[src/rtl/pipe_chain.sv]
// Stallable, flushable linear pipeline of STAGES payload registers with per-stage valid bits.
// Optional statistics counters are built when PIPE_CHAIN_STATS_EN is defined.
module pipe_chain #(
    parameter int STAGES = 4,
    parameter int WIDTH  = 32,
    localparam int IDXW  = $clog2(STAGES),
    localparam int OCCW  = $clog2(STAGES + 1)
) (
    input  logic              clock,
    input  logic              reset,
    input  logic              in_valid,
    input  logic [WIDTH-1:0]  in_data,
    output logic              in_ready,
    input  logic              stall_en,
    input  logic [IDXW-1:0]   stall_idx,
    input  logic              flush,
    input  logic [IDXW-1:0]   flush_idx,
    output logic [STAGES-1:0] stage_valid,
    output logic              out_valid,
    output logic [WIDTH-1:0]  out_data,
    output logic [OCCW-1:0]   occupancy,
    output logic [15:0]       stall_cycles,
    output logic [15:0]       bubble_cycles
);

    logic [STAGES-1:0] valid_q;
    logic [WIDTH-1:0]  data_q   [STAGES];
    logic [WIDTH-1:0]  src_data [STAGES];
    logic [STAGES-1:0] src_valid;
    logic [STAGES-1:0] clr;
    logic [STAGES-1:0] hold;
    logic [IDXW-1:0]   s_idx;
    logic [IDXW-1:0]   f_idx;

    // Out-of-range indices only exist when STAGES is not a power of two.
    generate
        if ((1 << IDXW) > STAGES) begin : g_clamp
            assign s_idx = (stall_idx > IDXW'(STAGES - 1)) ? IDXW'(STAGES - 1) : stall_idx;
            assign f_idx = (flush_idx > IDXW'(STAGES - 1)) ? IDXW'(STAGES - 1) : flush_idx;
        end else begin : g_direct
            assign s_idx = stall_idx;
            assign f_idx = flush_idx;
        end
    endgenerate

    assign in_ready  = ~stall_en & ~flush;
    assign src_valid = {valid_q[STAGES-2:0], in_valid};

    // NOTE: every always_comb output gets a default first so no path leaves it unassigned (no latch).
    always_comb begin
        clr  = '0;
        hold = '0;
        src_data[0] = in_data;
        for (int i = 1; i < STAGES; i++) src_data[i] = data_q[i-1];
        for (int i = 0; i < STAGES; i++) begin
            // Flush wins over stall; the stage just past the held region takes a bubble.
            clr[i]  = (flush && i <= int'(f_idx)) || (stall_en && i == int'(s_idx) + 1);
            hold[i] = stall_en && i <= int'(s_idx);
        end
    end

    // NOTE: sequential state uses non-blocking assignments so all stages shift off the same old values.
    always_ff @(posedge clock or posedge reset) begin
        if (reset) begin
            valid_q <= '0;
            // NOTE: payload registers are reset too, so no stale data is ever visible after reset.
            for (int i = 0; i < STAGES; i++) data_q[i] <= '0;
        end else begin
            for (int i = 0; i < STAGES; i++) begin
                if (clr[i]) begin
                    valid_q[i] <= 1'b0;
                end else if (!hold[i]) begin
                    valid_q[i] <= src_valid[i];
                    if (src_valid[i]) data_q[i] <= src_data[i];
                end
            end
        end
    end

    assign stage_valid = valid_q;
    assign out_valid   = valid_q[STAGES-1];
    assign out_data    = data_q[STAGES-1];

    always_comb begin
        occupancy = '0;
        for (int i = 0; i < STAGES; i++) occupancy = occupancy + OCCW'(valid_q[i]);
    end

`ifdef PIPE_CHAIN_STATS_EN
    logic [15:0] stall_q;
    logic [15:0] bubble_q;

    // Both counters saturate rather than wrap.
    always_ff @(posedge clock or posedge reset) begin
        if (reset) begin
            stall_q  <= '0;
            bubble_q <= '0;
        end else begin
            if (stall_en && stall_q != 16'hFFFF) stall_q <= stall_q + 16'd1;
            if (!valid_q[STAGES-1] && bubble_q != 16'hFFFF) bubble_q <= bubble_q + 16'd1;
        end
    end

    assign stall_cycles  = stall_q;
    assign bubble_cycles = bubble_q;
`else
    assign stall_cycles  = '0;
    assign bubble_cycles = '0;
`endif

endmodule

[config.mk]
export PLATFORM = sky130hd
export DESIGN_NAME = pipe_chain
export DESIGN_NICKNAME = d
export VERILOG_FILES = /design/src/rtl/pipe_chain.sv
export SDC_FILE = /design/constraint.sdc
export NUM_CORES = 1
export LEC_CHECK = 0
export ABC_CLOCK_PERIOD_IN_PS = 3900
export BUFFER_PORTS_ARGS = -buffer_cell sky130_fd_sc_hd__buf_2
export CORE_MARGIN = 2
export CORE_UTILIZATION = 49
export DETAILED_ROUTE_END_ITERATION = 6
export GPL_TIMING_DRIVEN = 0
export PLACE_DENSITY = 0.73
export SKIP_LAST_GASP = 1
export SLEW_MARGIN = 30
export SYNTH_ARGS = -nofsm -noshare
export SYNTH_HDL_FRONTEND = slang
export SYNTH_SLANG_ARGS = --single-unit
[constraint.sdc]
create_clock -name clock -period 3.9 [get_ports clock]
set_input_delay 0.39 -clock clock [delete_from_list [all_inputs] [get_ports clock]]
set_output_delay 0.39 -clock clock [all_outputs]
set_load 0.01 [all_outputs]
### Word-level counts from Yosys, hierarchy flattened

Cells that the tools add are included.
Widths: inputs -> output; s select.

| storage, ports and cells | value |
|---|---|
| logic and storage cells | 62 |
| flip-flop bits (word level) | 132 |
| output and inout port bits | 73 |
| input port bits | 41 |

| cells by class | value |
|---|---|
| bitwise operators | 10 |
| $add $sub $neg | 4 |
| multiplexer cells | 8 |
| eq/ne operators | 7 |
| reductions and logical operators | 19 |
| order comparisons | 6 |

Operator list:

| operator | count |
|---|---|
| $eq 2x32->1 const A | 1 |
| $eq 3x32->1 const A | 1 |
| $logic_not 32->1 | 1 |
| $reduce_and 3->1 | 4 |
| $logic_and 1x1->1 | 10 |
| $not 1->1 | 9 |
| $le 2x2->1 const A | 4 |
| $mux 1 | 8 |
| $ne 2x2->1 const B | 3 |
| $le 1x2->1 const A | 2 |
| $logic_or 1x1->1 | 4 |
| $add 2x1->3 | 1 |
| $add 2x1->3 const B | 1 |
| $add 3x1->3 | 1 |
| $eq 2x3->1 const A | 1 |
| $add 1x1->2 | 1 |
| $ne 2x1->1 const B | 1 |
| $and 1x1->1 | 1 |

### Longest topological paths before layout

Gate-level depths: netlist of run 1.

| depth | value |
|---|---|
| depth in word-level cells | 6 |
| depth in mapped cells | 5 |

### Worst setup path after synthesis of run 1

OpenSTA, ideal clock, no wires.

| path | value |
|---|---|
| kind | register to output |
| from | reg valid_q[0] (netlist: stage_valid[0]) |
| to | out occupancy[1] |
| path slack | 2001 ps |
| path buffers | 0 |
| cell stages (with the launch flop) | 6 |
| required time | 3510 ps |
| arrival time | 1509 ps |
| cells stage by stage | dfrtp_1 > inv_1 > fa_1 > inv_1 > ha_1 > ha_1 |

| between the ends | value |
|---|---|
| longest elaborated chain between the ends | 3 |

RTL lines:

| item | line | RTL |
|---|---|---|
| start: declaration | 26 | `logic [STAGES-1:0] valid_q;` |
| start signal: indexed assignment | 73 | `valid_q[i] <= src_valid[i];` |
| $add 1x1->2 | 86 | `for (int i = 0; i < STAGES; i++) occupancy = occupancy + OCCW'(valid_q[i]);` |
| $add 2x1->3 | 86 |  |
| $add 3x1->3 | 86 |  |
| end: declaration | 21 | `output logic [OCCW-1:0] occupancy,` |

Every way passes these cells.

### Final worst setup path of run 1

Ends and elaborated chain as after synthesis.

==> impl_metrics.csv, run 1 <==
group,metric,value,unit
run_status,outcome,"finished, final reports clean",
timing,setup_viol,0,
setup_path,critical_path_class,"flip-flop to output port",
cts,cts_resized,0,
global_routing,grt_pass1_wl,15900,um
yosys,synthCells,367,
global_routing,antenna_found_initial,1,
power_and_ir_drop,p_sw,1.03,mW
placement,io_buffers,81,
timing,fmax,412,MHz
power_and_ir_drop,p_leak,3.69,nW
cts,cts-root-buf,"clkbuf_16",
layout,layout_commonest_cell,"dfrtp_1",
setup_path,worstPathRequired,3510,ps
floorplanning,start_util,0.497,
setup_path,cp-start-kind,"flip-flop",
timing,finalClockSkew,6.07,ps
cts,cts_setup_buffers,0,
yosys,synth_top_area_share,0.587,
routing,viasPerCell,4.68,
cts,cts.sinks,132,
cts,clk_latency,410,ps
timing,final.setup.tns,0,ps
global_routing,grt_usage,0.166,
layout,final_nets,547,
setup_path,cp-end-kind,"output port",
routing,routed_wl,9450,um
routing,wl_per_cell,14.3,um
power_and_ir_drop,max-vdd-ir-drop,321,uV
routing,drt_pass1_iterations,4,
cts,clockBufferDepth,2,
yosys,seq_area_frac_synth,0.587,
timing,finalCritPeriodShare,0.622,
global_routing,grt-ovfl-total,0,
power_and_ir_drop,p_sw_frac,0.237,
yosys,netlist_area,0.00563,mm2
min_path,worstHoldPathType,"input pin to async pin",
yosys,synthArstFlopShare,1.00,
layout,fillers,851,
power_and_ir_drop,p_clk_frac,0.349,
power_and_ir_drop,pwr-share-seq,0.459,
setup_path,arrival,2040,ps
floorplanning,num_rows,39,
routing,num_vias,3089,
yosys,syn_avg_cell_area,15.3,um2
cts,cts_tree,"done",
yosys,synth_edf_count,0,
timing,rsz0062_at_grt,"false",
cts,h-tree-depth,4,
placement,dp_hpwl,6550,um
routing,ant_nets,0,
floorplanning,io_pins,114,
layout,syn2layout_area_growth,24.8,%
yosys,yosys.area.top_type,"dfrtp_1",
yosys,synth_seq_cells,132,
global_routing,grt_max_degree,32,
timing,min_period,2430,ps
routing,drc,0,
layout,drive_gt1_frac,0.625,
timing,slew_viol_final,0,
power_and_ir_drop,internal_power,3.31,mW
yosys,synth_area_leaders,"dfrtp_1 (59%), mux2_2 (20%), buf_4 (9.5%), mux2_4 (8.0%), buf_6 (0.80%)",
power_and_ir_drop,p_total,4.34,mW
power_and_ir_drop,power_frac_comb,0.191,
floorplanning,die_w,111,um
power_and_ir_drop,p_per_area,619,mW/mm2
floorplanning,core-area,0.0113,mm2
floorplanning,die_y,111,um
cts,cts_buffers,17,
global_routing,grt_pass1_vias,3255,
flow_run,max_cap_viol_count,0,
placement,gp_congestion,0.826,
cts,path_clk_slew,50,ps
setup_path,worstPathMaxFanout,4,
floorplanning,die_area,0.0124,mm2
yosys,synth.distinct_cells,22,
yosys,synthFlopType,"dfrtp_1",
yosys,yosysWarnings,0,
timing,hold_viol,0,
routing,drtIter0Drc,58,
layout,final_cell_mix,"dfrtp_1 (132), mux2_2 (98), buf_2 (84), buf_4 (71), conb_1 (32)",
cts,ctsHoldBuffers,0,
-- kinds of logic after synthesis --
family	share of synthesized area
adder cells (fa/ha/maj)	0.00800
AO/OA/AOI/OAI	0.00556
AND/OR/NAND/NOR	0.0118
buffers and inverters	0.109
multiplexers	0.278
flip-flops	0.587
other	0.000666
-- layout make-up --
class,count,area [um2],share of cell area
antenna,2,5.00,0.000713
sequential,132,3300,0.470
buffer,78,593,0.0844
timing repair buffer,86,520,0.0741
multi-input combinational,182,1830,0.260
clock buffer,22,464,0.0661
tap,143,179,0.0255
inverter,6,26.3,0.00374
clock inverter,9,105,0.0150
-- registers in the layout, indices dropped and copies added, names as in the netlist --
register / count
out_data: 32
data_q: 96
stage_valid: 4
-- per-stage QoR --
step	instance area, um2	std cells	util	hold slack, ps	setup WS [ps]
2_1_floorplan	5750	398	-	456	1870
3_3_place_gp	6330	622	0.559	482	1140
3_5_place_dp	6450	627	0.570	439	1890
4_1_cts	7020	658	0.620	4.82	1450
5_1_grt	7020	658	0.620	28.5	1370
6_report	7020	660	0.620	3.71	1470
-- worst paths after layout --
path                                            start                         end  slack [ps]  cells after the start
max                        stage_valid[0]$_DFFE_PP0P_                occupancy[1]        1470                      6
max in group asynchronous                       reset      data_q[65]$_DFFE_PP0P_        3200                      4
min reg2reg                    data_q[35]$_DFFE_PP0P_     out_data[3]$_DFFE_PP0P_         500                      1
max reg2reg                stage_valid[2]$_DFFE_PP0P_    out_data[25]$_DFFE_PP0P_        2420                      3
min                                             reset  stage_valid[1]$_DFFE_PP0P_           4                      2
min in group clock                        in_data[22]     data_q[118]$_DFFE_PP0P_         210                      2
-- worst max-delay path, cell delays in order, from the launching register on --
cell	delay, ps
dfrtp_1	390
inv_1	80
fa_1	530
inv_1	40
ha_1	180
ha_1	260
buf_2	140
-- power groups by stage --
stage          Combinational [mW]  Sequential (mW)  Clock, mW
6_report                    0.831             1.99       1.52
3_5_place_dp                0.839             2.02          0
5_1_grt                     0.912             2.05       1.61
3_3_place_gp                0.794             2.00          0
2_1_floorplan               0.660             1.95          0
4_1_cts                     0.847             2.00       1.55
-- metal layers --
layer,vias up,track usage,share of wire
met4,0,0.0774,0.023
met5,-,0,0
met3,19,0.0547,0.052
met2,94,0.270,0.50
li1,1443,-,-
met1,1533,0.202,0.43
-- cells in the mapped netlist (all sizes together) (2+ instances only) --
cell	instances
nor2	2
mux2	128
ha	2
dfrtp	132
buf	78
o21ai	2
nand3	3
inv	6
nand2	4
(Power assumes the default switching activity.)
==> run 2: changes to the inputs <==
--- a/config.mk
+++ b/config.mk
@@ -5,13 +5,14 @@
 export SDC_FILE = /design/constraint.sdc
 export NUM_CORES = 1
 export LEC_CHECK = 0
-export ABC_CLOCK_PERIOD_IN_PS = 3900
+export ABC_AREA = 1
+export ABC_CLOCK_PERIOD_IN_PS = 2550
 export BUFFER_PORTS_ARGS = -buffer_cell sky130_fd_sc_hd__buf_2
 export CORE_MARGIN = 2
-export CORE_UTILIZATION = 49
+export CORE_UTILIZATION = 55
 export DETAILED_ROUTE_END_ITERATION = 6
 export GPL_TIMING_DRIVEN = 0
-export PLACE_DENSITY = 0.73
+export PLACE_DENSITY = 0.77
 export SKIP_LAST_GASP = 1
 export SLEW_MARGIN = 30
 export SYNTH_ARGS = -nofsm -noshare
==> constraint.sdc (replaced) <==
create_clock -name clock -period 2.55 [get_ports clock]
set_input_delay 0.255 -clock clock [delete_from_list [all_inputs] [get_ports clock]]
set_output_delay 0.255 -clock clock [all_outputs]
set_load 0.01 [all_outputs]
==> impl_metrics.csv, run 2 <==
group,metric,value,unit
global_routing,grt-ovfl-total,0,
timing,slew_viol_final,0,
timing,rsz0062_at_grt,"false",
placement,place_area,0.00668,mm2
yosys,yosysWarnings,0,
timing,final.setup.tns,0,ps
cts,cts.sinks,132,
placement,io_buffers,78,
routing,viasPerCell,4.87,
floorplanning,die_area,0.0115,mm2
global_routing,grt_max_degree,30,
floorplanning,start_util,0.567,
layout,final_nets,867,
cts,clk_latency,510,ps
cts,path_clk_slew,60,ps
cts,clockBufferDepth,2,
yosys,synth_seq_cells,132,
power_and_ir_drop,p_total,5.90,mW
setup_path,arrival,2200,ps
yosys,syn_avg_cell_area,8.92,um2
yosys,synthFlopType,"dfrtp_1",
power_and_ir_drop,p_per_area,783,mW/mm2
global_routing,antenna_found_initial,0,
timing,max_slew_margin,0.665,
placement,dp.cells,909,
setup_path,cp-end-kind,"output port",
timing,hold_ws,19.5,ps
cts,cts_buffers,17,
yosys,yosys.area.top_type,"dfrtp_1",
placement,dp_hpwl,8750,um
layout,design_area,0.00753,mm2
flow_run,max_cap_viol_count,0,
layout,drive_gt1_frac,0.266,
routing,drtIter0Drc,204,
yosys,synthArstFlopShare,1.00,
timing,finalClockSkew,6.42,ps
timing,worst_slew_pin_slew,501,ps
setup_path,critical_path_class,"flip-flop to output port",
global_routing,grt_usage,0.235,
cts,cts_tree,"done",
layout,fillers,795,
floorplanning,num_rows,37,
setup_path,worstPathMaxFanout,3,
timing,min_period,2460,ps
yosys,synth_area_leaders,"dfrtp_1 (56%), nand2_1 (17%), buf_4 (8.8%), nand3_1 (8.3%), nand4_1 (3.5%)",
floorplanning,io_pins,114,
layout,instances_no_fill,971,
yosys,seq_area_frac_synth,0.562,
cts,h-tree-depth,4,
timing,setup_viol,0,
power_and_ir_drop,p_leak,4.32,nW
setup_path,cp-start-kind,"flip-flop",
layout,top_register,"data_q",
global_routing,grt_pass1_vias,4523,
layout,final_cell_mix,"nand2_1 (264), dfrtp_1 (132), buf_2 (109), nand3_1 (97), buf_4 (69)",
routing,drc,0,
global_routing,grt_pass1_wl,21300,um
setup_path,worstPathRequired,2300,ps
floorplanning,die_y,107,um
yosys,synth_edf_count,0,
routing,wl_per_cell,12.7,um
min_path,worstHoldPathType,"input pin to flip-flop",
yosys,synth_common_cells,"nand2_1 (264), dfrtp_1 (132), nand3_1 (97)",
placement,gp_congestion,0.810,
floorplanning,die_w,107,um
timing,fmax,407,MHz
cts,cts-root-buf,"clkbuf_8",
yosys,synth.distinct_cells,22,
timing,finalCritPeriodShare,0.964,
yosys,synthCells,659,
yosys,netlist_area,0.00588,mm2
routing,routed_wl,12300,um
layout,largest_reg_flops,96,
layout,syn2layout_area_growth,28.1,%
power_and_ir_drop,max-vdd-ir-drop,415,uV
timing,hold_viol,0,
run_status,outcome,"finished, final reports clean",
yosys,synth_top_area_share,0.562,
yosys,yosys.cell_count.top_type,"nand2_1",
routing,ant_nets,0,
routing,drt_pass1_iterations,5,
layout,antennaDiodeCount,0,
floorplanning,core-area,0.0104,mm2
routing,num_vias,4731,
layout,layout_commonest_cell,"nand2_1",
## run 2: cell count changes in the layout (fill, tap and decap cells not counted), sizes merged, moves of 2 or more
| cell | before | now |
|---|---|---|
| buf | 164 | 184 |
| clkbuf | 22 | 30 |
| nand2 | 4 | 265 |
| nand4 | 1 | 33 |
| mux2 | 128 | 0 |
| bufinv | 2 | 0 |
| dlygate4sd3 | 0 | 31 |
| diode | 2 | 0 |
| inv | 5 | 8 |
| nor2 | 2 | 4 |
| nand3 | 3 | 100 |
## run 2: worst max-delay path: stages, from the launching register on
cell     delay, ps
dfrtp_1        390
inv_1          140
fa_1           550
inv_1           40
ha_1           170
ha_1           260
buf_2          140
## run 2: timing repair
item,4_1_cts,5_1_grt
gates resized for setup,0,0
hold endpoints to repair,45,1
hold buffers,30,1
setup endpoints to repair,0,0
setup buffers,0,0
## run 2: kinds of logic after synthesis
kind of cell               synth area share
AOI/OAI and AO/OA                   0.00766
adders and majority gates           0.00766
buffers and inverters                 0.125
and+or+nand+nor                       0.298
other                              0.000638
DFF                                   0.562
## run 2: stage by stage
step	setup slack, ps	utilization
3_3_place_gp	2.37	0.633
6_report	91.5	0.726
5_1_grt	17.0	0.726
4_1_cts	77.5	0.725
2_1_floorplan	658	-
3_5_place_dp	624	0.644
## run 2: layout make-up
class	instances	area [um2]	area share
plain buffers	107	699	0.0929
clock buffers	24	490	0.0651
clock inverters	7	48.8	0.00648
inverters	9	37.5	0.00498
multi-input cells	442	1960	0.260
flip-flops and latches	132	3300	0.439
well taps	136	170	0.0226
repair buffers	114	823	0.109
## run 2: final timing paths
path	slack, ps	depth (start not counted)	end	startpoint
setup / recovery	90	6	occupancy[1]	stage_valid[0]$_DFFE_PP0P_
hold / removal	20	3	data_q[115]$_DFFE_PP0P_	in_data[19]
setup reg to reg	1220	6	data_q[85]$_DFFE_PP0P_	stage_valid[0]$_DFFE_PP0P_
hold reg to reg	470	2	out_data[7]$_DFFE_PP0P_	out_data[7]$_DFFE_PP0P_
max in group asynchronous	1410	6	out_data[1]$_DFFE_PP0P_	reset
min in group asynchronous	340	3	data_q[123]$_DFFE_PP0P_	reset
## run 2: metal layers
metal | routed length [um] | vias to the layer above | global-route usage | part of all wire
met4 | 136 | 0 | 0.0742 | 0.011
met2 | 6010 | 153 | 0.389 | 0.49
met1 | 5580 | 2198 | 0.314 | 0.45
met5 | 0 | - | 0 | 0
li1 | - | 2370 | - | -
met3 | 622 | 10 | 0.0460 | 0.050
## run 2: power breakdown
group	switching [mW]	internal (mW)
registers	0.273	2.54
clock network	0.828	1.31
logic	0.494	0.453
total	1.59	4.30
==> run 3: changes to the inputs <==
--- a/config.mk
+++ b/config.mk
@@ -8,6 +8,7 @@
 export ABC_AREA = 1
 export ABC_CLOCK_PERIOD_IN_PS = 2550
 export BUFFER_PORTS_ARGS = -buffer_cell sky130_fd_sc_hd__buf_2
+export CORE_ASPECT_RATIO = 1.75
 export CORE_MARGIN = 2
 export CORE_UTILIZATION = 55
 export DETAILED_ROUTE_END_ITERATION = 6
==> impl_metrics.csv, run 3 (synthesized netlist as in run 2, its figures left out) <==
group,metric,value,unit
power_and_ir_drop,max-vdd-ir-drop,559,uV
timing,setup_viol,0,
setup_path,arrival,2110,ps
flow_run,max_cap_viol_count,0,
cts,cts_buffers,17,
global_routing,grt_usage,0.217,
cts,cts_resized,0,
power_and_ir_drop,p_per_area,814,mW/mm2
layout,final_cell_mix,"nand2_1 (264), dfrtp_1 (132), buf_2 (109), nand3_1 (97), buf_4 (69)",
routing,num_vias,4495,
placement,io_buffers,78,
setup_path,cp-start-kind,"flip-flop",
floorplanning,die_y,141,um
timing,fin_ws,181,ps
placement,dp_hpwl,8680,um
power_and_ir_drop,p_total,5.86,mW
floorplanning,num_rows,50,
setup_path,cp_slowest_stage_delay,540,ps
global_routing,grt_util_met2,0.379,
timing,fmax,422,MHz
floorplanning,die_area,0.0116,mm2
floorplanning,core-area,0.0106,mm2
global_routing,grt_use_met3,0.0429,
timing,finalClockSkew,6.84,ps
cts,cts_tree,"done",
cts,path_clk_slew,50,ps
timing,min_period,2370,ps
global_routing,grt-ovfl-total,0,
timing,finalCritPeriodShare,0.929,
routing,ant_nets,0,
cts,clockBufferDepth,2,
global_routing,grt_max_degree,34,
cts,clk_latency,410,ps
layout,final_nets,836,
min_path,worstHoldPathType,"input pin to flip-flop",
layout,largest_reg_flops,96,
layout,instances_no_fill,935,
power_and_ir_drop,p_leak,4.20,nW
placement,dp.cells,902,
global_routing,grt_pass1_vias,4325,
placement,post-place-ws,612,ps
setup_path,worstPathRequired,2300,ps
timing,slew_viol_final,0,
layout,fin_util,0.680,
layout,design_area,0.00719,mm2
placement,gp_congestion,0.903,
timing,rsz0062_at_grt,"false",
layout,layout_commonest_cell,"nand2_1",
timing,hold_ws,67.6,ps
cts,cts_setup_buffers,0,
routing,drc,0,
layout,fillers,861,
routing,routed_wl,11100,um
setup_path,cp-end-kind,"output port",
routing,wl_per_cell,11.9,um
global_routing,antenna_found_initial,0,
timing,hold_viol,0,
placement,place_area,0.00663,mm2
global_routing,grt.busiest_layer,"met2",
floorplanning,start_util,0.556,
routing,drt_pass1_iterations,4,
floorplanning,die_w,82.2,um
setup_path,cp_slowest_cell,"fa_1",
cts,cts-root-buf,"clkbuf_16",
setup_path,critical_path_class,"flip-flop to output port",
routing,drtIter0Drc,221,
global_routing,met1_usage,0.255,
timing,final.setup.tns,0,ps
cts,h-tree-depth,4,
routing,viasPerCell,4.81,
layout,drive_gt1_frac,0.276,
global_routing,grt_pass1_wl,19300,um
layout,antennaDiodeCount,0,
layout,syn2layout_area_growth,22.4,%
cts,cts.sinks,132,
run_status,outcome,"finished, final reports clean",
setup_path,worstPathCellList,"inv_1 > fa_1 > inv_1 > ha_1 > ha_1 > buf_2",
setup_path,worstPathMaxFanout,3,
layout,top_register,"data_q",
floorplanning,io_pins,114,
run 3: worst max-delay path: cells and delay by family, from the launching register on:
family,cells,cell delay (ps)
adder cells (fa/ha/maj),3,1010
buffers and inverters,3,310
flip-flops,1,380
run 3: what timing repair did:
item                       in CTS  in global routing
hold endpoints to repair       14                  0
hold buffers                    1                  0
setup endpoints to repair       0                  0
run 3: path summary, 6_finish.rpt:
| path | start | end | slack [ps] | cells after the start |
|---|---|---|---|---|
| max in group asynchronous | reset | data_q[37]$_DFFE_PP0P_ | 1270 | 6 |
| min in group asynchronous | reset | data_q[120]$_DFFE_PP0P_ | 380 | 3 |
| worst max register to register | stage_valid[1]$_DFFE_PP0P_ | data_q[35]$_DFFE_PP0P_ | 1230 | 6 |
| worst min-delay path | in_data[2] | data_q[98]$_DFFE_PP0P_ | 70 | 3 |
| worst min register to register | out_data[6]$_DFFE_PP0P_ | out_data[6]$_DFFE_PP0P_ | 470 | 2 |
| worst max-delay path | stage_valid[0]$_DFFE_PP0P_ | occupancy[1] | 180 | 6 |
run 3: layer usage:
| layer | share of wire | vias to the layer above |
|---|---|---|
| met2 | 0.55 | 109 |
| met3 | 0.044 | 17 |
| met5 | 0 | - |
| met4 | 0.018 | 0 |
| li1 | - | 2302 |
| met1 | 0.39 | 2067 |
run 3: report_power, final:
part	switching [mW]	internal, mW	total [mW]
Combinational	0.482	0.417	0.899
Sequential	0.250	2.54	2.79
Clock	0.810	1.36	2.17
run 3: area by class of cell:
class,count,area (um2),share of cell area
flip-flops and latches,132,3300,0.459
plain buffers,107,699,0.0972
inverters,9,37.5,0.00522
clock inverters,8,50.0,0.00696
repair buffers,83,480,0.0668
clock buffers,24,502,0.0697
well taps,130,163,0.0226
multi-input cells,442,1960,0.272
